==> src/rtl/lsu_pkg.sv <==
`default_nettype none
// ============================================================================
// Module      : lsu_pkg
// Description : Shared types and helpers for the byte-serial load/store unit.
// Revision    : 1.0 - initial release
// ============================================================================
package lsu_pkg;

    typedef enum logic [1:0] {
        BYTE = 2'd0,
        HALF = 2'd1,
        WORD = 2'd2
    } lsu_size_e;

    typedef enum logic [1:0] {
        IDLE = 2'd0,
        XFER = 2'd1,
        RESP = 2'd2
    } lsu_state_e;

    // Number of memory bytes touched by a request of the given size.
    // The illegal encoding maps to 1; it faults before any access.
    function automatic logic [2:0] size_to_bytes(input logic [1:0] size);
        logic [2:0] n;
        case (size)
            BYTE:    n = 3'd1;
            HALF:    n = 3'd2;
            WORD:    n = 3'd4;
            default: n = 3'd1;
        endcase
        return n;
    endfunction

endpackage
`default_nettype wire

==> src/rtl/load_extend.sv <==
`default_nettype none
// ============================================================================
// Module      : load_extend
// Description : Sign/zero extension of assembled little-endian load data.
// Revision    : 1.0 - initial release
// ============================================================================
module load_extend
    import lsu_pkg::*;
(
    input  logic [31:0] data_i,
    input  logic [1:0]  size_i,
    input  logic        unsigned_i,
    output logic [31:0] result_o
);

    // Extend from the top bit of the loaded width; words pass through.
    always_comb begin
        result_o = data_i;
        case (size_i)
            BYTE:    result_o = {{24{~unsigned_i & data_i[7]}},  data_i[7:0]};
            HALF:    result_o = {{16{~unsigned_i & data_i[15]}}, data_i[15:0]};
            default: result_o = data_i;
        endcase
    end

endmodule
`default_nettype wire

==> src/rtl/load_store_unit.sv <==
`default_nettype none
// ============================================================================
// Module      : load_store_unit
// Description : Byte-serial load/store unit for an 8-bit single-port memory.
//               One request per handshake, little-endian byte sequencing,
//               misaligned/out-of-range requests fault without any access.
// Revision    : 1.0 - initial release
// ============================================================================
module load_store_unit
    import lsu_pkg::*;
#(
    parameter int unsigned MEM_BYTES = 256
) (
    input  logic        clk,
    input  logic        rst,
    input  logic        req_valid_i,
    output logic        req_ready_o,
    input  logic        req_write_i,
    input  logic [1:0]  req_size_i,
    input  logic        req_unsigned_i,
    input  logic [31:0] req_addr_i,
    input  logic [31:0] req_wdata_i,
    output logic        resp_valid_o,
    input  logic        resp_ready_i,
    output logic [31:0] resp_rdata_o,
    output logic        resp_error_o,
    output logic [31:0] mem_address_o,
    output logic        mem_write_enable_o,
    output logic [7:0]  mem_write_data_o,
    input  logic [7:0]  mem_data_i
);

    lsu_state_e  state_q;
    logic [1:0]  size_q;
    logic        write_q;
    logic        unsigned_q;
    logic [31:0] wdata_q;
    logic [31:0] asm_q;
    logic [31:0] rdata_q;
    logic        error_q;
    logic [1:0]  k_q;
    logic [31:0] mem_addr_q;
    logic        mem_we_q;
    logic [7:0]  mem_wdata_q;

    logic [2:0]  w_n;
    logic [32:0] w_end;
    logic        w_fault;
    logic [1:0]  w_last_k;
    logic [1:0]  w_next_k;
    logic [7:0]  w_next_byte;
    logic [31:0] w_asm_next;
    logic [31:0] w_ext;

    // Fault check on the incoming request; the end address is formed in
    // 33 bits so a request near 2^32 cannot wrap back into range.
    always_comb begin
        w_n     = size_to_bytes(req_size_i);
        w_end   = {1'b0, req_addr_i} + 33'(w_n) - 33'd1;
        w_fault = (req_size_i == 2'd3)
               || ((req_size_i == HALF) && req_addr_i[0])
               || ((req_size_i == WORD) && (req_addr_i[1:0] != 2'b00))
               || (w_end >= 33'(MEM_BYTES));
    end

    // Byte sequencing helpers: last index, next store byte, and the load
    // word with the byte currently on the memory port merged into lane k.
    always_comb begin
        w_last_k    = 2'(size_to_bytes(size_q) - 3'd1);
        w_next_k    = k_q + 2'd1;
        w_next_byte = wdata_q[{w_next_k, 3'b000} +: 8];
        w_asm_next  = asm_q;
        w_asm_next[{k_q, 3'b000} +: 8] = mem_data_i;
    end

    load_extend u_load_extend (
        .data_i     (w_asm_next),
        .size_i     (size_q),
        .unsigned_i (unsigned_q),
        .result_o   (w_ext)
    );

    // Control FSM with registered memory-port and response outputs.
    // mem_addr_q doubles as base+k, so the base address needs no copy.
    always_ff @(posedge clk or posedge rst) begin
        if (rst) begin
            state_q     <= IDLE;
            size_q      <= 2'd0;
            write_q     <= 1'b0;
            unsigned_q  <= 1'b0;
            wdata_q     <= 32'd0;
            asm_q       <= 32'd0;
            rdata_q     <= 32'd0;
            error_q     <= 1'b0;
            k_q         <= 2'd0;
            mem_addr_q  <= 32'd0;
            mem_we_q    <= 1'b0;
            mem_wdata_q <= 8'd0;
        end else begin
            case (state_q)
                IDLE: begin
                    if (req_valid_i) begin
                        size_q     <= req_size_i;
                        write_q    <= req_write_i;
                        unsigned_q <= req_unsigned_i;
                        wdata_q    <= req_wdata_i;
                        asm_q      <= 32'd0;
                        rdata_q    <= 32'd0;
                        k_q        <= 2'd0;
                        if (w_fault) begin
                            error_q <= 1'b1;
                            state_q <= RESP;
                        end else begin
                            error_q    <= 1'b0;
                            mem_addr_q <= req_addr_i;
                            mem_we_q   <= req_write_i;
                            if (req_write_i) begin
                                mem_wdata_q <= req_wdata_i[7:0];
                            end
                            state_q <= XFER;
                        end
                    end
                end
                XFER: begin
                    if (!write_q) begin
                        asm_q <= w_asm_next;
                    end
                    if (k_q == w_last_k) begin
                        mem_we_q <= 1'b0;
                        k_q      <= 2'd0;
                        if (!write_q) begin
                            rdata_q <= w_ext;
                        end
                        state_q <= RESP;
                    end else begin
                        k_q        <= w_next_k;
                        mem_addr_q <= mem_addr_q + 32'd1;
                        if (write_q) begin
                            mem_wdata_q <= w_next_byte;
                        end
                    end
                end
                RESP: begin
                    if (resp_ready_i) begin
                        rdata_q <= 32'd0;
                        error_q <= 1'b0;
                        state_q <= IDLE;
                    end
                end
                default: state_q <= IDLE;
            endcase
        end
    end

    assign req_ready_o        = (state_q == IDLE);
    assign resp_valid_o       = (state_q == RESP);
    assign resp_rdata_o       = rdata_q;
    assign resp_error_o       = error_q;
    assign mem_address_o      = mem_addr_q;
    assign mem_write_enable_o = mem_we_q;
    assign mem_write_data_o   = mem_wdata_q;

endmodule
`default_nettype wire

==> config.mk <==
export PLATFORM = sky130hd
export DESIGN_NAME = load_store_unit
export DESIGN_NICKNAME = d
export VERILOG_FILES = /design/src/rtl/lsu_pkg.sv /design/src/rtl/load_extend.sv /design/src/rtl/load_store_unit.sv
export SDC_FILE = /design/constraint.sdc
export NUM_CORES = 1
export LEC_CHECK = 0
export BUFFER_PORTS_ARGS = -buffer_cell sky130_fd_sc_hd__buf_4
export CORE_MARGIN = 4
export CORE_UTILIZATION = 52
export CTS_BUF_LIST = sky130_fd_sc_hd__clkbuf_16
export DETAILED_ROUTE_END_ITERATION = 16
export GPL_TIMING_DRIVEN = 0
export PLACE_DENSITY = 0.83
export SLEW_MARGIN = 20
export SYNTH_ARGS = -nofsm -noshare
export SYNTH_HDL_FRONTEND = slang
export SYNTH_SLANG_ARGS = --single-unit
==> constraint.sdc <==
create_clock -name clk -period 4 [get_ports clk]
set_input_delay 0.2 -clock clk [delete_from_list [all_inputs] [get_ports clk]]
set_output_delay 0.2 -clock clk [all_outputs]
set_load 0.005 [all_outputs]
==> qor.log, run 1 <==
[outcome] run status completed
[clocking] H-tree level count 4
[timing] share of the clock period used by the worst path after layout 97.4%
[final_layout] footprint of the multi-input gates 5690 um^2
[critical_path] startpoint type of the worst setup path input pin
[global_route] first-pass GRT wire length 52.2 mm
[floorplan] Die ar. 21,100 um^2
[power_and_ir_drop] Leakage 6.07 nW
[floorplan] initial core utilization 53.7%
[global_route] total grt overflow 0
[critical_path] maximum single-stage delay on the critical path 490 ps
[timing] total of endpoints with negative setup slack in the final report 0
[yosys] register bit count reported by yosys 146
[final_layout] P&R area growth vs syn 26.4%
[critical_path] class of the most critical setup path input pin to flip-flop
[global_route] via count of the first global-routing pass 9,931
[critical_path] maximum net fanout on the critical path 10
[global_route] initial antenna violation count 0
[floorplan] count of boundary I/O pins 156
[critical_path] cell type of the slowest stage on the worst timing path a2111o_1
[final_layout] number of fill cells in the layout 1,475
[final_layout] commonest non-fill, non-tap cells in the layout 237 x nand2_1, 166 x buf_4, 146 x dfrtp_1
[final_layout] nets@finish 1,542
[detailed_routing] number of DRC markers in iteration 0 891
[placed_design] placed wire-length estimate 24.1 mm
[global_route] GR Util All Layers 30.2%
[detailed_routing] Pre-antenna DRT Iters 5
[yosys] number of library cell types mapped by synthesis 77
[clocking] latest clock arrival within the worst-skew pair 420 ps
[critical_path] critical path data required time 4330 ps
[global_route] met2 usage in global routing 52.4%
[yosys] count of yosys warnings during synthesis 0
[detailed_routing] average wire per cell in the routed design 19.9 um
[timing] actual transition at the worst max-transition pin 1080 ps
[power_and_ir_drop] PnR Total Power 4.12 mW
[critical_path] Cell Chain, Critical Path buf_4 > inv_1 > ha_1 > inv_1 > ha_1 > inv_1 > ha_2 > inv_1 > fa_2 > nand2b_4 > a21oi_4 > o21ai_4 > a2111o_1 > a21oi_2 > o2111ai_2 > nor4_4 > nand4_4 > and2_4 > buf_6 > buf_6 > o31ai_4
[timing] count of pins over their slew limit 0
[yosys] Syn Inst Count 1,197
[global_route] global-route met1 utilization 38.2%
[floorplan] Die Ht 145 um
[detailed_routing] vias per std cell 6.19
[final_layout] Diodes inserted 0
[yosys] most area-consuming cells after synthesis dfrtp_1 37%, nand2_1 9.1%, a21oi_1 6.4%, ha_1 6.0%, o21ai_0 4.3%
[yosys] fraction of the yosys area taken by sequential cells 37.4%
[yosys] Synth top area share 37.4%
[detailed_routing] Post-route DRC 0
[clocking] Worst-path clk slew 60 ps
[critical_path] most frequent CP cell inv_1
[yosys] post-synthesis instance area 9770 um^2
[clocking] CTS sink cnt 146
[global_route] most utilized layer in the global route result met2
[floorplan] number of cell rows 49
[timing] final period demand of the worst path 3900 ps
[yosys] proportion of register bits with asynchronous set or reset after synthesis 100%
[floorplan] horizontal extent of the die 145 um
[global_route] met3 usage 4.96%
[power_and_ir_drop] Peak VDD IR 0.309 mV
[run] max-capacitance violation count 0
[clocking] number of CTS-inserted buffers 17
[placed_design] routability congestion estimate 0.929
[power_and_ir_drop] total power density per cell area 334 nW/um^2
[yosys] most area-hungry cell type in the Yosys netlist dfrtp_1
[detailed_routing] detailed-route wire length 33.0 mm
[hold_path] worst hold-check path type input pin to flip-flop
[critical_path] Critical Path End Type flip-flop
[critical_path] data arrival time of the critical path 4230 ps
[detailed_routing] detailed-route via count 10,200
[clocking] CTS max path bufs 2
[yosys] post-synth net total 1,325
[timing] Achievable Freq 0.257 GHz
[yosys] top_reg_cell synth dfrtp_1
[final_layout] total non-filler cell area in the finished layout 12,400 um^2
[placed_design] PortBufs 155
[detailed_routing] Routed Antenna Nets 0
[final_layout] commonest non-fill, non-tap cell in the layout nand2_1
[global_route] maximum number of pins on one net before global-route repair 35
[final_layout] share of post-route cells with drive strength above 1 18.6%
[yosys] Avg Synthesized Cell Area 8.17 um^2
[clocking] Root Buffer clkbuf_16
[clocking] TritonCTS clock tree done
[placed_design] area after detailed placement 11,300 um^2
[timing] worst slew margin relative to its limit 27.8%
[floorplan] core region area 18,200 um^2
[final_layout] Sequential Area 3650 um^2
[yosys] count of flip-flops with a built-in enable after synthesis 0
[timing] total count of hold-check failures in the final report 0
[timing] setup skew after layout 14.0 ps
-- stage by stage --
step | utilization [%] | TNS (ps) | worst slack, ps | instances | hold WS [ps]
after global placement | 61.7 | -25240 | -720 | 1581 | 392
after global routing | 67.8 | -514 | -51.1 | 1656 | 12.0
after detailed placement | 62.1 | -27170 | -791 | 1585 | 330
after floorplan | - | 0 | 140 | 1197 | 305
final | 67.8 | 0 | 104 | 1656 | 5.46
after CTS | 67.1 | 0 | 25.9 | 1649 | 1.76
-- state kept, by name, indices dropped and copies added (netlist names), 2 cells and up --
signal,count
asm_q,32
mem_address_o,32
resp_rdata_o,32
wdata_q,32
mem_write_data_o,8
k_q,2
size_q,2
state_q,2
-- path summary, 6_finish.rpt --
path                                      from  slack (ps)           endpoint  cells after the start
worst max-delay path             req_size_i[1]         100  mem_address_o[10]                     21
worst min-delay path            req_wdata_i[5]           5         wdata_q[5]                      3
worst max register to register          k_q[0]         310   resp_rdata_o[23]                     13
worst min register to register       asm_q[20]         470          asm_q[20]                      2
max in group asynchronous                  rst        2730         wdata_q[0]                      5
min in group asynchronous                  rst         430   mem_address_o[2]                      3
-- power by group --
group	total, mW	internal [mW]	switching [mW]
combinational	0.928	0.364	0.565
clock	1.56	0.912	0.644
sequential	1.64	1.57	0.0659
-- synth_stat cells, drive strengths merged, types with 23 or more instances --
master,count
dfrtp,146
nor2,62
nand3,27
nand2,237
nor3,27
inv,63
a21oi,126
clkbuf,45
ha,47
nor2b,41
o21ai,92
a21o,23
-- per-layer routing --
metal / vias up / routed length, um
met5: - / 0
met4: 0 / 933
met3: 93 / 2690
met2: 591 / 16500
met1: 4880 / 12900
li1: 4680 / -
-- cell families after synthesis --
group                      Yosys count  share of synthesized area [%]
and+or+nand+nor                    471                           22.7
AOI/OAI and AO/OA                  362                           23.1
DFF                                146                           37.4
buffers and inverters              128                           5.30
adders and majority gates           48                           6.22
muxes                               27                           3.98
xor gates and xnor gates            15                           1.34
-- cell type report --
type	count	area share, %
Timing Repair Buffer	198	13.1
Sequential cell	146	29.6
Buffer	65	2.36
Clock buffer	17	3.44
Tap cell	229	2.32
Multi-Input combinational cell	923	46.0
Clock inverter	15	1.16
Inverter	63	1.96
-- timing repair --
action	CTS	global route
endpoints found under the setup margin	41	41
hold endpoints to repair	54	0
hold buffers	29	0
pin swaps	5	6
buffers inserted	3	7
resized for setup	6	19
-- critical path: cells and delay by family --
kind	cells	cell delay [ps]
AOI/OAI and AO/OA	6	1330
and+or+nand+nor	4	1060
adders and majority gates	4	950
buffers and inverters	7	690
(Power assumes the default switching activity.)
==> run 2: changes to the inputs <==
BUFFER_PORTS_ARGS = -buffer_cell sky130_fd_sc_hd__buf_2   (was -buffer_cell sky130_fd_sc_hd__buf_4)
==> run 2 against run 1 <==
- combinational power down 2.7%
- total power shrank 0.75%
- sequential share of layout area is 0.86 points higher
- worst hold slack better by 3.4 ps
- sequential cell count did not move
- clock power hardly changed
- clock-buffer cell count stayed put
- sequential power barely moved
- critical path depth fell by 2
- setup slack better by 23 ps
- critical path type unchanged
- largest cell class unchanged
- largest power group unchanged
==> qor.log, run 2 (synthesis gave the netlist of run 1 again) <==
[outcome] run status completed
[detailed_routing] vias per std cell 6.21 [+0.32%]
[global_route] GR Util All Layers 29.9% [-0.26 points]
[global_route] maximum number of pins on one net before global-route repair 36 [+2.9%]
[placed_design] PortBufs 155 [unchanged]
[timing] total of endpoints with negative setup slack in the final report 0 [unchanged]
[floorplan] Die ar. 21,100 um^2 [unchanged]
[final_layout] nets@finish 1,538 [-0.26%]
[clocking] CTS max path bufs 2 [unchanged]
[floorplan] number of cell rows 49 [unchanged]
[critical_path] Cell Chain, Critical Path clkbuf_4 > inv_1 > ha_1 > inv_1 > ha_1 > inv_1 > ha_1 > a211oi_2 > o211ai_1 > a211oi_2 > o21ai_0 > xnor2_1 > o2111ai_2 > nor4_4 > nand4_4 > and2_4 > buf_6 > buf_6 > o31ai_4
[critical_path] maximum net fanout on the critical path 10 [unchanged]
[global_route] via count of the first global-routing pass 10,000 [+0.82%]
[final_layout] share of the core filled with cells 65.9% [-1.9 points]
[final_layout] P&R area growth vs syn 22.8%
[detailed_routing] number of DRC markers in iteration 0 883 [-0.90%]
[global_route] first-pass GRT wire length 51.7 mm [-0.87%]
[run] max-capacitance violation count 0 [unchanged]
[critical_path] class of the most critical setup path input pin to flip-flop
[floorplan] Die Ht 145 um [unchanged]
[detailed_routing] Post-route DRC 0 [unchanged]
[final_layout] commonest non-fill, non-tap cells in the layout 237 x nand2_1, 163 x buf_2, 146 x dfrtp_1
[power_and_ir_drop] Leakage 5.97 nW [-1.7%]
[hold_path] startpoint of the tightest hold check path req_wdata_i[6]
[final_layout] commonest non-fill, non-tap cell in the layout nand2_1
[detailed_routing] detailed-route via count 10,300 [+0.20%]
[power_and_ir_drop] Peak VDD IR 0.326 mV [+5.7%]
[critical_path] Critical Path End Type flip-flop
[clocking] latest clock arrival within the worst-skew pair 430 ps [about the same]
[power_and_ir_drop] total power density per cell area 341 nW/um^2 [+2.1%]
[floorplan] core region area 18,200 um^2 [unchanged]
[placed_design] routability congestion estimate 0.965 [+3.8%]
[timing] count of pins over their slew limit 0 [unchanged]
[floorplan] count of boundary I/O pins 156 [unchanged]
[detailed_routing] average wire per cell in the routed design 19.7 um [-1.3%]
[critical_path] critical path data required time 4330 ps [about the same]
[clocking] H-tree level count 4 [unchanged]
[critical_path] Crit. Startpoint req_size_i[0]
[clocking] number of CTS-inserted buffers 17 [unchanged]
[timing] total count of hold-check failures in the final report 0 [unchanged]
[critical_path] startpoint of the worst register-to-register path k_q[0]
[clocking] Root Buffer clkbuf_16
[critical_path] startpoint type of the worst setup path input pin
[hold_path] worst hold-check path type input pin to flip-flop
[global_route] total grt overflow 0 [unchanged]
[critical_path] cell type of the slowest stage on the worst timing path a211oi_2
[floorplan] horizontal extent of the die 145 um [unchanged]
[timing] Achievable Freq 0.258 GHz [+0.60%]
[timing] setup skew after layout 15.7 ps [+1.76 ps]
[clocking] TritonCTS clock tree done
[detailed_routing] Routed Antenna Nets 0 [unchanged]
[final_layout] share of post-route cells with drive strength above 1 19.1% [+0.54 points]
[power_and_ir_drop] PnR Total Power 4.09 mW [-0.75%]
[timing] share of the clock period used by the worst path after layout 96.8% [-0.58 points]
[critical_path] data arrival time of the critical path 4200 ps [-30 ps]
[floorplan] initial core utilization 53.7% [unchanged]
[detailed_routing] detailed-route wire length 32.5 mm [-1.5%]
[clocking] Worst-path clk slew 70 ps [about the same]
[timing] actual transition at the worst max-transition pin 999 ps [-78.0 ps]
[placed_design] placed wire-length estimate 24.0 mm [-0.70%]
[detailed_routing] Pre-antenna DRT Iters 7 [+2]
[global_route] initial antenna violation count 1 [+1]
[clocking] CTS sink cnt 146 [unchanged]
[timing] final period demand of the worst path 3870 ps [-23.3 ps]
[timing] worst slew margin relative to its limit 32.9% [+5.2 points]
[critical_path] maximum single-stage delay on the critical path 360 ps [-130 ps]
## run 2: path summary, 6_finish.rpt
path	endpoint	slack, ps	cells after the start
min in group asynchronous	mem_address_o[1]	370	3
min reg2reg	resp_rdata_o[14]	470	2
max reg2reg	resp_rdata_o[25]	320	13
max in group asynchronous	mem_write_data_o[4]	2830	5
max	mem_address_o[10]	130	19
min	wdata_q[6]	9	3
## run 2: area by class of cell
class	instances	area (um^2)
antenna	2	5.00
buffer	65	297
clock buffer	17	425
clock inverter	15	148
fill	1466	6200
inverter	63	243
multi-input combinational	923	5740
sequential	146	3650
tap	229	287
timing repair buffer	194	1210
## run 2: repair_timing
item	in CTS	in global routing
gates resized for setup	6	29
gates cloned	0	0
endpoints found under the hold margin	47	0
pin swaps	3	9
hold buffers	29	0
setup buffers	2	4
endpoints found under the setup margin	41	41
## run 2: worst max-delay path: cells and delay by family
kind / cells / cell delay, ps
xor gates and xnor gates: 1 / 260
and+or+nand+nor: 3 / 770
adders and majority gates: 3 / 830
AOI/OAI and AO/OA: 6 / 1500
buffers and inverters: 6 / 640
## run 2: power by group
group | switching [mW] | leakage, nW | internal, mW
combinational | 0.566 | 3.78 | 0.337
sequential | 0.0605 | 1.92 | 1.57
clock | 0.685 | 0.267 | 0.872
## run 2: layer usage
| metal | routed length, um | GRT usage [%] | vias to the layer above |
|---|---|---|---|
| met5 | 7 | 0 | - |
| met4 | 1480 | 14.2 | 2 |
| met3 | 2840 | 5.30 | 118 |
| met2 | 15600 | 50.1 | 569 |
| met1 | 12600 | 37.9 | 4885 |
| li1 | - | - | 4690 |
## run 2: metrics by stage
step / instance area [um^2] / instances / TNS [ps] / hold slack (ps) / worst slack (ps)
global route: 12000 / 1652 / -235 / 20.7 / -34.9
finish: 12000 / 1654 / 0 / 8.85 / 128
detailed placement: 10900 / 1585 / -27600 / 280 / -766
floorplan: 9780 / 1197 / 0 / 305 / 140
CTS: 11800 / 1648 / 0 / 0.811 / 19.8
global placement: 10800 / 1581 / -24520 / 393 / -711
